==> src/rtl/traffic_pkg.sv <==
// Shared codes, mode/state enums and code classification helpers for the
// autonomous traffic-light sequencer.
package traffic_pkg;

  localparam logic [4:0] G0    = 5'd0;
  localparam logic [4:0] Y0    = 5'd1;
  localparam logic [4:0] G1    = 5'd2;
  localparam logic [4:0] Y1    = 5'd3;
  localparam logic [4:0] G2    = 5'd4;
  localparam logic [4:0] Y2    = 5'd5;
  localparam logic [4:0] G3    = 5'd6;
  localparam logic [4:0] AR    = 5'd7;
  localparam logic [4:0] FLASH = 5'd8;
  localparam logic [4:0] WARN  = 5'd9;

  typedef enum logic [1:0] {
    MODE_NORMAL = 2'b00,
    MODE_FLASH  = 2'b01,
    MODE_ALLRED = 2'b10,
    MODE_HOLD   = 2'b11
  } mode_t;

  typedef enum logic [2:0] {
    ST_STARTUP,
    ST_RUN,
    ST_FLASH,
    ST_ALLRED,
    ST_HOLD
  } state_t;

  function automatic logic is_green(input logic [4:0] c);
    return (c == G0) || (c == G1) || (c == G2) || (c == G3);
  endfunction

  // Yellow phases and the all-red clearance are the only safe mode-switch points.
  function automatic logic is_safe(input logic [4:0] c);
    return (c == Y0) || (c == Y1) || (c == Y2) || (c == AR);
  endfunction

endpackage

==> src/rtl/sec_timer.sv <==
// Loadable seconds down-counter; expire flags the tick that consumes the last second.
module sec_timer #(
  parameter int             W       = 4,
  parameter logic [W-1:0]   RST_VAL = '0
) (
  input  logic         clk,
  input  logic         rst,
  input  logic         load,
  input  logic [W-1:0] load_val,
  input  logic         tick,
  input  logic         hold,
  output logic [W-1:0] count,
  output logic         expire
);

  assign expire = tick && !hold && (count == W'(1));

  // Load wins over hold so a frozen timer can still be re-armed on a phase change.
  always_ff @(posedge clk) begin
    if (!rst) begin
      count <= RST_VAL;
    end else if (load) begin
      count <= load_val;
    end else if (tick && !hold && (count != '0)) begin
      count <= count - W'(1);
    end
  end

endmodule

==> src/rtl/traffic_sequencer.sv <==
// Timed four-approach traffic sequencer producing the decoder cycle code and
// blink enable, with startup, flash-yellow, all-red and hold modes.
module traffic_sequencer
  import traffic_pkg::*;
#(
  parameter int T_GREEN   = 10,
  parameter int T_BLINK   = 3,
  parameter int T_YELLOW  = 3,
  parameter int T_ALLRED  = 2,
  parameter int T_STARTUP = 4
) (
  input  logic       clk,
  input  logic       rst,
  input  logic       tick,
  input  logic [1:0] mode,
  output logic [4:0] ciclo,
  output logic       blink_en,
  output logic       phase_done
);

  localparam int TM_A = (T_GREEN > T_YELLOW) ? T_GREEN : T_YELLOW;
  localparam int TM_B = (T_ALLRED > T_STARTUP) ? T_ALLRED : T_STARTUP;
  localparam int TMAX = (TM_A > TM_B) ? TM_A : TM_B;
  localparam int TW   = $clog2(TMAX + 1);

  state_t         state, state_n;
  mode_t          pend, pend_n;
  mode_t          m;
  logic [4:0]     code, code_n;
  logic           blink_n;
  logic           t_load, t_hold, t_expire;
  logic [TW-1:0]  t_val, t_count, cnt_next;

  assign m = mode_t'(mode);

  function automatic logic [TW-1:0] dur_of(input logic [4:0] c);
    if (is_green(c))   return TW'(T_GREEN);
    else if (c == AR)  return TW'(T_ALLRED);
    else if (c == WARN) return TW'(T_STARTUP);
    else               return TW'(T_YELLOW);
  endfunction

  // A 00 request withdraws any pending switch; hold requests leave it untouched.
  function automatic mode_t latch_req(input mode_t cur, input mode_t req);
    if ((req == MODE_FLASH) || (req == MODE_ALLRED)) return req;
    else if (req == MODE_NORMAL)                     return MODE_NORMAL;
    else                                             return cur;
  endfunction

  sec_timer #(
    .W       (TW),
    .RST_VAL (TW'(T_STARTUP))
  ) u_timer (
    .clk      (clk),
    .rst      (rst),
    .load     (t_load),
    .load_val (t_val),
    .tick     (tick),
    .hold     (t_hold),
    .count    (t_count),
    .expire   (t_expire)
  );

  always_comb begin
    state_n = state;
    code_n  = code;
    pend_n  = pend;
    t_load  = 1'b0;
    t_val   = dur_of(code);
    t_hold  = 1'b1;

    case (state)
      ST_STARTUP: begin
        t_hold = 1'b0;
        pend_n = latch_req(pend, m);
        if (t_expire) begin
          state_n = ST_RUN;
          code_n  = AR;
          t_load  = 1'b1;
          t_val   = dur_of(AR);
        end
      end

      ST_RUN: begin
        pend_n = latch_req(pend, m);
        if (m == MODE_HOLD) begin
          state_n = ST_HOLD;
        end else begin
          t_hold = 1'b0;
          if (t_expire) begin
            if (is_safe(code) && (pend_n == MODE_FLASH)) begin
              state_n = ST_FLASH;
              code_n  = FLASH;
              pend_n  = MODE_NORMAL;
            end else if (is_safe(code) && (pend_n == MODE_ALLRED)) begin
              state_n = ST_ALLRED;
              code_n  = AR;
              pend_n  = MODE_NORMAL;
            end else begin
              code_n = (code == AR) ? G0 : code + 5'd1;
              t_load = 1'b1;
              t_val  = dur_of(code_n);
            end
          end
        end
      end

      ST_FLASH, ST_ALLRED: begin
        pend_n = MODE_NORMAL;
        if ((m == MODE_NORMAL) && tick) begin
          state_n = ST_RUN;
          code_n  = AR;
          t_load  = 1'b1;
          t_val   = dur_of(AR);
        end
      end

      ST_HOLD: begin
        if (m != MODE_HOLD) begin
          state_n = ST_RUN;
          pend_n  = latch_req(pend, m);
        end
      end

      default: begin
        state_n = ST_STARTUP;
        code_n  = WARN;
        pend_n  = MODE_NORMAL;
        t_load  = 1'b1;
        t_val   = dur_of(WARN);
      end
    endcase

    if (t_load)
      cnt_next = t_val;
    else if (tick && !t_hold && (t_count != '0))
      cnt_next = t_count - TW'(1);
    else
      cnt_next = t_count;

    // Blink is registered, so it is derived from the values the next cycle will hold.
    blink_n = 1'b0;
    if ((state_n == ST_STARTUP) || (state_n == ST_FLASH))
      blink_n = 1'b1;
    else if (((state_n == ST_RUN) || (state_n == ST_HOLD)) && is_green(code_n) &&
             (cnt_next <= TW'(T_BLINK)))
      blink_n = 1'b1;
  end

  always_ff @(posedge clk) begin
    if (!rst) begin
      state    <= ST_STARTUP;
      code     <= WARN;
      pend     <= MODE_NORMAL;
      blink_en <= 1'b1;
    end else begin
      state    <= state_n;
      code     <= code_n;
      pend     <= pend_n;
      blink_en <= blink_n;
    end
  end

  assign ciclo      = code;
  assign phase_done = t_expire && rst;

endmodule

==> config.mk <==
export PLATFORM = sky130hd
export DESIGN_NAME = traffic_sequencer
export DESIGN_NICKNAME = d
export VERILOG_FILES = /design/src/rtl/traffic_pkg.sv /design/src/rtl/sec_timer.sv /design/src/rtl/traffic_sequencer.sv
export SDC_FILE = /design/constraint.sdc
export NUM_CORES = 1
export LEC_CHECK = 0
export ABC_AREA = 1
export CAP_MARGIN = 20
export CORE_MARGIN = 8
export CORE_UTILIZATION = 42
export DETAILED_ROUTE_END_ITERATION = 8
export RECOVER_POWER = 100
export SLEW_MARGIN = 20
export SYNTH_ARGS = -nofsm -noshare
export SYNTH_HDL_FRONTEND = slang
export SYNTH_HIERARCHICAL = 1
export SYNTH_SLANG_ARGS = --single-unit
==> constraint.sdc <==
create_clock -name clk -period 7.8 [get_ports clk]
set_input_delay 2.34 -clock clk [delete_from_list [all_inputs] [get_ports clk]]
set_output_delay 2.34 -clock clk [all_outputs]
set_load 0.005 [all_outputs]
==> results.txt, run 1 <==
Tot GR Track Use: 0.149
hpwl dp: 3020 um
Worst setup EP type: output pin
post-CTS sizing: 0
Rel. slew slack: 0.771
CTS tree: yes
maxcap violations: 0
unique cell type count in the Yosys netlist: 30
hold endpoint: u_timer/count[1]
GRT overflow: 0
commonest non-fill, non-tap cell in the layout: nand2_1
skew final: 0.0142 ns
FF-to-FF Start: state[2]
power density cells: 146 nW/um^2
Mapped Nets: 260
first-pass GRT wire length: 6490 um
pin count of the biggest net entering global routing: 11
synth warn: 6
DR vias: 1,514
Static Leakage: 0.000809 uW
Mapped Area: 1450 um^2
hold path startpoint: u_timer/count[1]
most frequent cells in the layout: nand2_1 (67), inv_1 (38), nor2_1 (27)
layout cells sized above 1: 0.0992
status: finished clean
initial DRC count: 102
CTS Buf Count: 3
via count of the first global-routing pass: 1,488
post-synthesis sequential area ratio: 0.207
setup bufs post-CTS: 0
top cell type's share of synthesized area: 0.207
# IOs: 12
CTS Sinks: 15
WP data required: 5.46 ns
# port buffers: 11
CP Max Fanout: 7
Fin. Hold Viols: 0
H-tree Lvls: 1
r2r worst-path depth: 17
initial antenna violation count: 0
setup TNS: 0 ns
worst-margin pin slew: 0.340 ns
row cnt: 21
syn avg cell area: 5.89 um^2
cell accounting for the most synthesized area: dfxtp_1
Worst-path clk slew: 0.09 ns
number of register bits inferred by synthesis: 15
Nets: 276
Detailed Route WL: 3710 um
RR Endpoint: u_timer/count[3]
Chip Height: 74.8 um
clk buf depth: 2
Finished Layout Cells: 308
post-route ant nets: 0
final antenna diode count: 0
Worst Setup Start Kind: input port
die footprint: 5600 um^2
area growth from synthesis to layout: 12.0%
core area: 3340 um^2
period utilization: 0.909
synth top area cells: dfxtp_1 (21%), nand2_1 (17%), inv_1 (9.6%)
Initial Util: 0.436
Residual DRC: 0
routability cong.: 0.844
wire per inst: 12.0 um
Pre-Repair DR Iteration Count: 4
RSZ-0062 raised after global routing: false
Final Critical Period: 7.09 ns
Syn Inst Count: 247
Worst-Skew Late Latency: 0.31 ns
clk root buf: clkbuf_4
Worst Hold Class: flip-flop to flip-flop
detailed-route vias per instance: 4.92
max frequency: 0.141 GHz
Worst EP arrival: 4.75 ns
Final setup viols: 0
Post-CTS Hold Fix Bufs: 0
pins over their slew limit: 0
Max rail drop VDD: 0.0000844 V
Worst Hold Depth: 2
R2R Setup Slk: 4.84 ns
CP Class: input port to output pin
Die Width: 74.8 um
Fillers: 380
DP Cell Count: 304
## cells by family (layout without fill, tap and decap cells)
group | after synthesis | count (layout) | synth area share
compound gates | 30 | 30 | 0.114
flops | 15 | 15 | 0.207
xor+xnor | 2 | 2 | 0.0121
buf+inv | 45 | 60 | 0.116
simple gates | 147 | 147 | 0.482
fa+ha+maj | 8 | 8 | 0.0688
## worst max path at each step
stage                  from          to  depth (start not counted)
finish              mode[0]  phase_done                          9
global route        mode[0]  phase_done                          9
CTS                 mode[0]  phase_done                          9
detailed placement  mode[0]  phase_done                          9
floorplan           mode[0]  phase_done                          7
global placement    mode[0]  phase_done                          9
## final cells by class
cell class | instances | area, um^2 | area share
clock buffers | 3 | 22.5 | 0.0138
clock inverters | 1 | 7.51 | 0.00461
inverters | 45 | 169 | 0.104
multi-input cells | 187 | 961 | 0.590
flip-flops and latches | 15 | 300 | 0.184
well taps | 46 | 57.6 | 0.0354
repair buffers | 11 | 110 | 0.0676
## flip-flops by register name, summed over array words and instances (netlist names)
register       flops
blink_en           1
ciclo              5
pend               2
state              3
u_timer/count      4
## critical path, cell delays in order
cell and delay (ns):
dlygate4sd3_1 0.57, ha_1 0.29, a21oi_1 0.17, inv_1 0.06, nor2_1 0.25, and3_1 0.37, nand2_1 0.08, inv_1 0.06
dlygate4sd3_1 0.56
## metrics by stage
stage          utilization  hold slack (ns)  instance area [um^2]  setup slack [ns]  power, uW
6_report             0.488            0.548                  1630             0.709        237
5_1_grt              0.488            0.599                  1630             0.505        260
4_1_cts              0.495            0.557                  1650              1.08        242
3_3_place_gp         0.486            0.540                  1620              1.11        191
2_1_floorplan            -            0.483                  1450              2.17        166
3_5_place_dp         0.486            0.542                  1620              1.09        190
## routing by layer
metal | up-vias | share of wire | routed length, um | global-route usage
met5 | - | 0 | 0 | 0
met4 | 0 | 0.020 | 75 | 0.0783
met3 | 6 | 0.046 | 171 | 0.0346
met2 | 33 | 0.45 | 1670 | 0.237
met1 | 666 | 0.48 | 1800 | 0.182
li1 | 809 | - | - | -
## power by group
| part | switching (uW) | total [uW] | internal [uW] |
|---|---|---|---|
| Combinational | 54.9 | 91.2 | 36.3 |
| Clock | 31.1 | 50.8 | 19.6 |
| Sequential | 10.6 | 94.9 | 84.3 |
| Total | 96.6 | 237 | 140 |
## synthesized netlist by cell type
| cell type | n |
|---|---|
| nand3_1 | 23 |
| o21ai_0 | 11 |
| or2_0 | 1 |
| o22ai_1 | 1 |
| inv_1 | 37 |
| nand2_4 | 1 |
| nor4b_1 | 1 |
| or3b_2 | 1 |
| xnor2_1 | 2 |
| nor2_8 | 1 |
| nand3_2 | 2 |
| nor4_1 | 1 |
| o21ai_1 | 1 |
| a21oi_2 | 1 |
| a21oi_1 | 12 |
| inv_2 | 7 |
| dfxtp_1 | 15 |
| and3_2 | 1 |
| nor2_4 | 2 |
| nor2_1 | 26 |
| o21ai_2 | 1 |
| ha_1 | 8 |
| nor2_2 | 7 |
| nand4_1 | 3 |
| nor3_2 | 1 |
| clkinv_1 | 1 |
| nand2_2 | 5 |
| o211ai_1 | 3 |
| nand2_1 | 66 |
| nor3_1 | 5 |
Power figures use the tool's default switching activity.
==> run 2: changes to the inputs <==
==> constraint.sdc (replaced) <==
create_clock -name clk -period 6.8 [get_ports clk]
set_input_delay 2.04 -clock clk [delete_from_list [all_inputs] [get_ports clk]]
set_output_delay 2.04 -clock clk [all_outputs]
set_load 0.005 [all_outputs]
==> run 2 against run 1 <==
- via count up 2.3%
- clock-buffer cell count unchanged
- final area up 0.46%
- critical path depth unchanged
- wire length up 0.81%
- utilization up 0.22 points
- register-to-register slack worse by 0.90 ns
- worst hold slack worse by 0.0061 ns
- cell count unchanged
- power up 15%
==> results.txt, run 2 (synthesis gave the netlist of run 1 again) <==
status: finished clean
via count of the first global-routing pass: 1,523 (+2.4%)
skew final: 0.0139 ns (-0.000244 ns)
Worst EP arrival: 4.33 ns (-0.42 ns)
clk buf depth: 2 (unchanged)
Final setup viols: 0 (unchanged)
Static Leakage: 0.000816 uW (+0.79%)
Critical path buffers and inverters: 4 (unchanged)
initial DRC count: 73 (-28%)
Chip Height: 74.8 um (unchanged)
CTS tree: yes
CP Class: input port to output pin
Tot GR Track Use: 0.149 (about the same)
hold path startpoint: u_timer/count[1]
detailed-route vias per instance: 5.03 (+2.3%)
Worst-Skew Late Latency: 0.30 ns (about the same)
number of cells on the critical path: 9 (unchanged)
GR Util met2: 0.257 (+0.0202)
core area: 3340 um^2 (unchanged)
setup bufs post-CTS: 0 (unchanged)
Worst Hold Class: flip-flop to flip-flop
post-route ant nets: 0 (unchanged)
commonest non-fill, non-tap cell in the layout: nand2_1
area growth from synthesis to layout: 12.5%
most frequent cells in the layout: nand2_1 (67), inv_1 (38), nor2_1 (26)
Nets: 276 (unchanged)
hpwl dp: 3050 um (+1.1%)
clock share of power: 0.210 (-0.004)
period utilization: 0.937
Finished Layout Cells: 308 (unchanged)
worst-margin pin slew: 0.318 ns (-0.0223 ns)
Initial Util: 0.436 (unchanged)
Die Width: 74.8 um (unchanged)
routability cong.: 0.823 (-2.5%)
P_sw: 111 uW (+14%)
row cnt: 21 (unchanged)
max reg flops: 5 (unchanged)
Detailed Route WL: 3740 um (+0.81%)
Residual DRC: 0 (unchanged)
Rel. slew slack: 0.786 (+0.0150)
CP Max Fanout: 7 (unchanged)
FF-to-FF Start: state[2]
max frequency: 0.157 GHz
Worst Hold Depth: 2 (unchanged)
GRT overflow: 0 (unchanged)
DR vias: 1,549 (+2.3%)
layout cells sized above 1: 0.107 (+0.00763)
maxcap violations: 0 (unchanged)
fin util: 0.490 (+0.00225)
# port buffers: 11 (unchanged)
post-CTS sizing: 0 (unchanged)
Int Pwr: 161 uW (+15%)
Comb pwr share: 0.390 (+0.005)
Worst-path clk slew: 0.10 ns (about the same)
# IOs: 12 (unchanged)
M1 GR Usage: 0.183 (+0.00139)
Post-CTS Hold Fix Bufs: 0 (unchanged)
CP max stage cell: dlygate4sd3_1
power density cells: 166 nW/um^2 (+14%)
die footprint: 5600 um^2 (unchanged)
Worst path max stage delay: 0.57 ns (about the same)
pin count of the biggest net entering global routing: 11 (unchanged)
RSZ-0062 raised after global routing: false
Worst Setup SP: mode[0]
CTS Buf Count: 3 (unchanged)
clk root buf: clkbuf_4
WP data required: 4.76 ns (-0.70 ns)
Seq pwr share: 0.400 (about the same)
H-tree Lvls: 1 (unchanged)
DP Cell Count: 304 (unchanged)
crit-path leading delay family: buffers and inverters
Pre-Repair DR Iteration Count: 4 (unchanged)
setup TNS: 0 ns (unchanged)
pins over their slew limit: 0 (unchanged)
final antenna diode count: 0 (unchanged)
worst-path cell chain: dlygate4sd3_1 -> ha_1 -> a21oi_1 -> inv_1 -> nor2_4 -> and3_1 -> nand2_1 -> inv_1 -> dlygate4sd3_1
CTS Sinks: 15 (unchanged)
Final Critical Period: 6.37 ns
Max rail drop VDD: 0.000122 V (+45%)
Worst Setup Start Kind: input port
first-pass GRT wire length: 6570 um (+1.2%)
Worst setup EP type: output pin
r2r worst-path depth: 17 (unchanged)
Fin. Hold Viols: 0 (unchanged)
Sw Share: 0.407 (-0.000867)
wire per inst: 12.1 um (+0.81%)
met3 Use GR: 0.0346 (unchanged)
busiest grt layer: met2
initial antenna violation count: 0 (unchanged)
==> run 2: changes by cell type in the layout (fill, tap and decap cells not counted), sizes merged <==
cell / delta
clkinv: -1
inv: +1
==> run 2: layout make-up <==
cell class / instances / area (um^2)
clock buffers: 3 / 22.5
clock inverters: 1 / 7.51
fillers: 374 / 1700
inverters: 45 / 169
multi-input cells: 187 / 968
flip-flops and latches: 15 / 300
well taps: 46 / 57.6
repair buffers: 11 / 110
==> run 2: worst paths after layout <==
check | endpoint | slack [ns]
worst max-delay path | phase_done | 0.43
worst min-delay path | u_timer/count[1] | 0.54
worst max register to register | u_timer/count[3] | 3.94
worst min register to register | u_timer/count[1] | 0.54
==> run 2: through the flow <==
stage	worst slack, ns	cell area (um^2)	hold WS, ns	total power, uW
6_report	0.430	1640	0.542	272
4_1_cts	0.688	1650	0.546	278
5_1_grt	0.280	1640	0.599	300
3_5_place_dp	0.705	1620	0.527	218
2_1_floorplan	1.77	1450	0.483	191
3_3_place_gp	0.713	1620	0.537	220
==> run 2: worst reg2reg max path: stages (launching register included) <==
cell and delay (ns):
dfxtp_1 0.40, nor2_2 0.21, inv_2 0.09, a21oi_1 0.12
inv_1 0.09, nor2_4 0.14, and3_1 0.33, nand2_1 0.20
inv_1 0.13, nand3_1 0.17, nand2_1 0.12, nand2_1 0.08
inv_1 0.18, inv_1 0.16, nand3_1 0.14, nor2_1 0.06
nor2_1 0.09, nor2_1 0.04
==> run 2: power groups by stage <==
stage                     combinational, uW  clock (uW)  sequential (uW)
final                                   106        57.2              109
after detailed placement                107           0              111
after floorplan                        83.1           0              108
after global placement                  108           0              111
after global routing                    124        64.6              111
after CTS                               108        60.6              109
==> run 2: routing by layer <==
metal	vias to the layer above	share of wire
met1	712	0.48
met2	23	0.48
li1	812	-
met5	-	0
met4	0	0.0056
met3	2	0.038
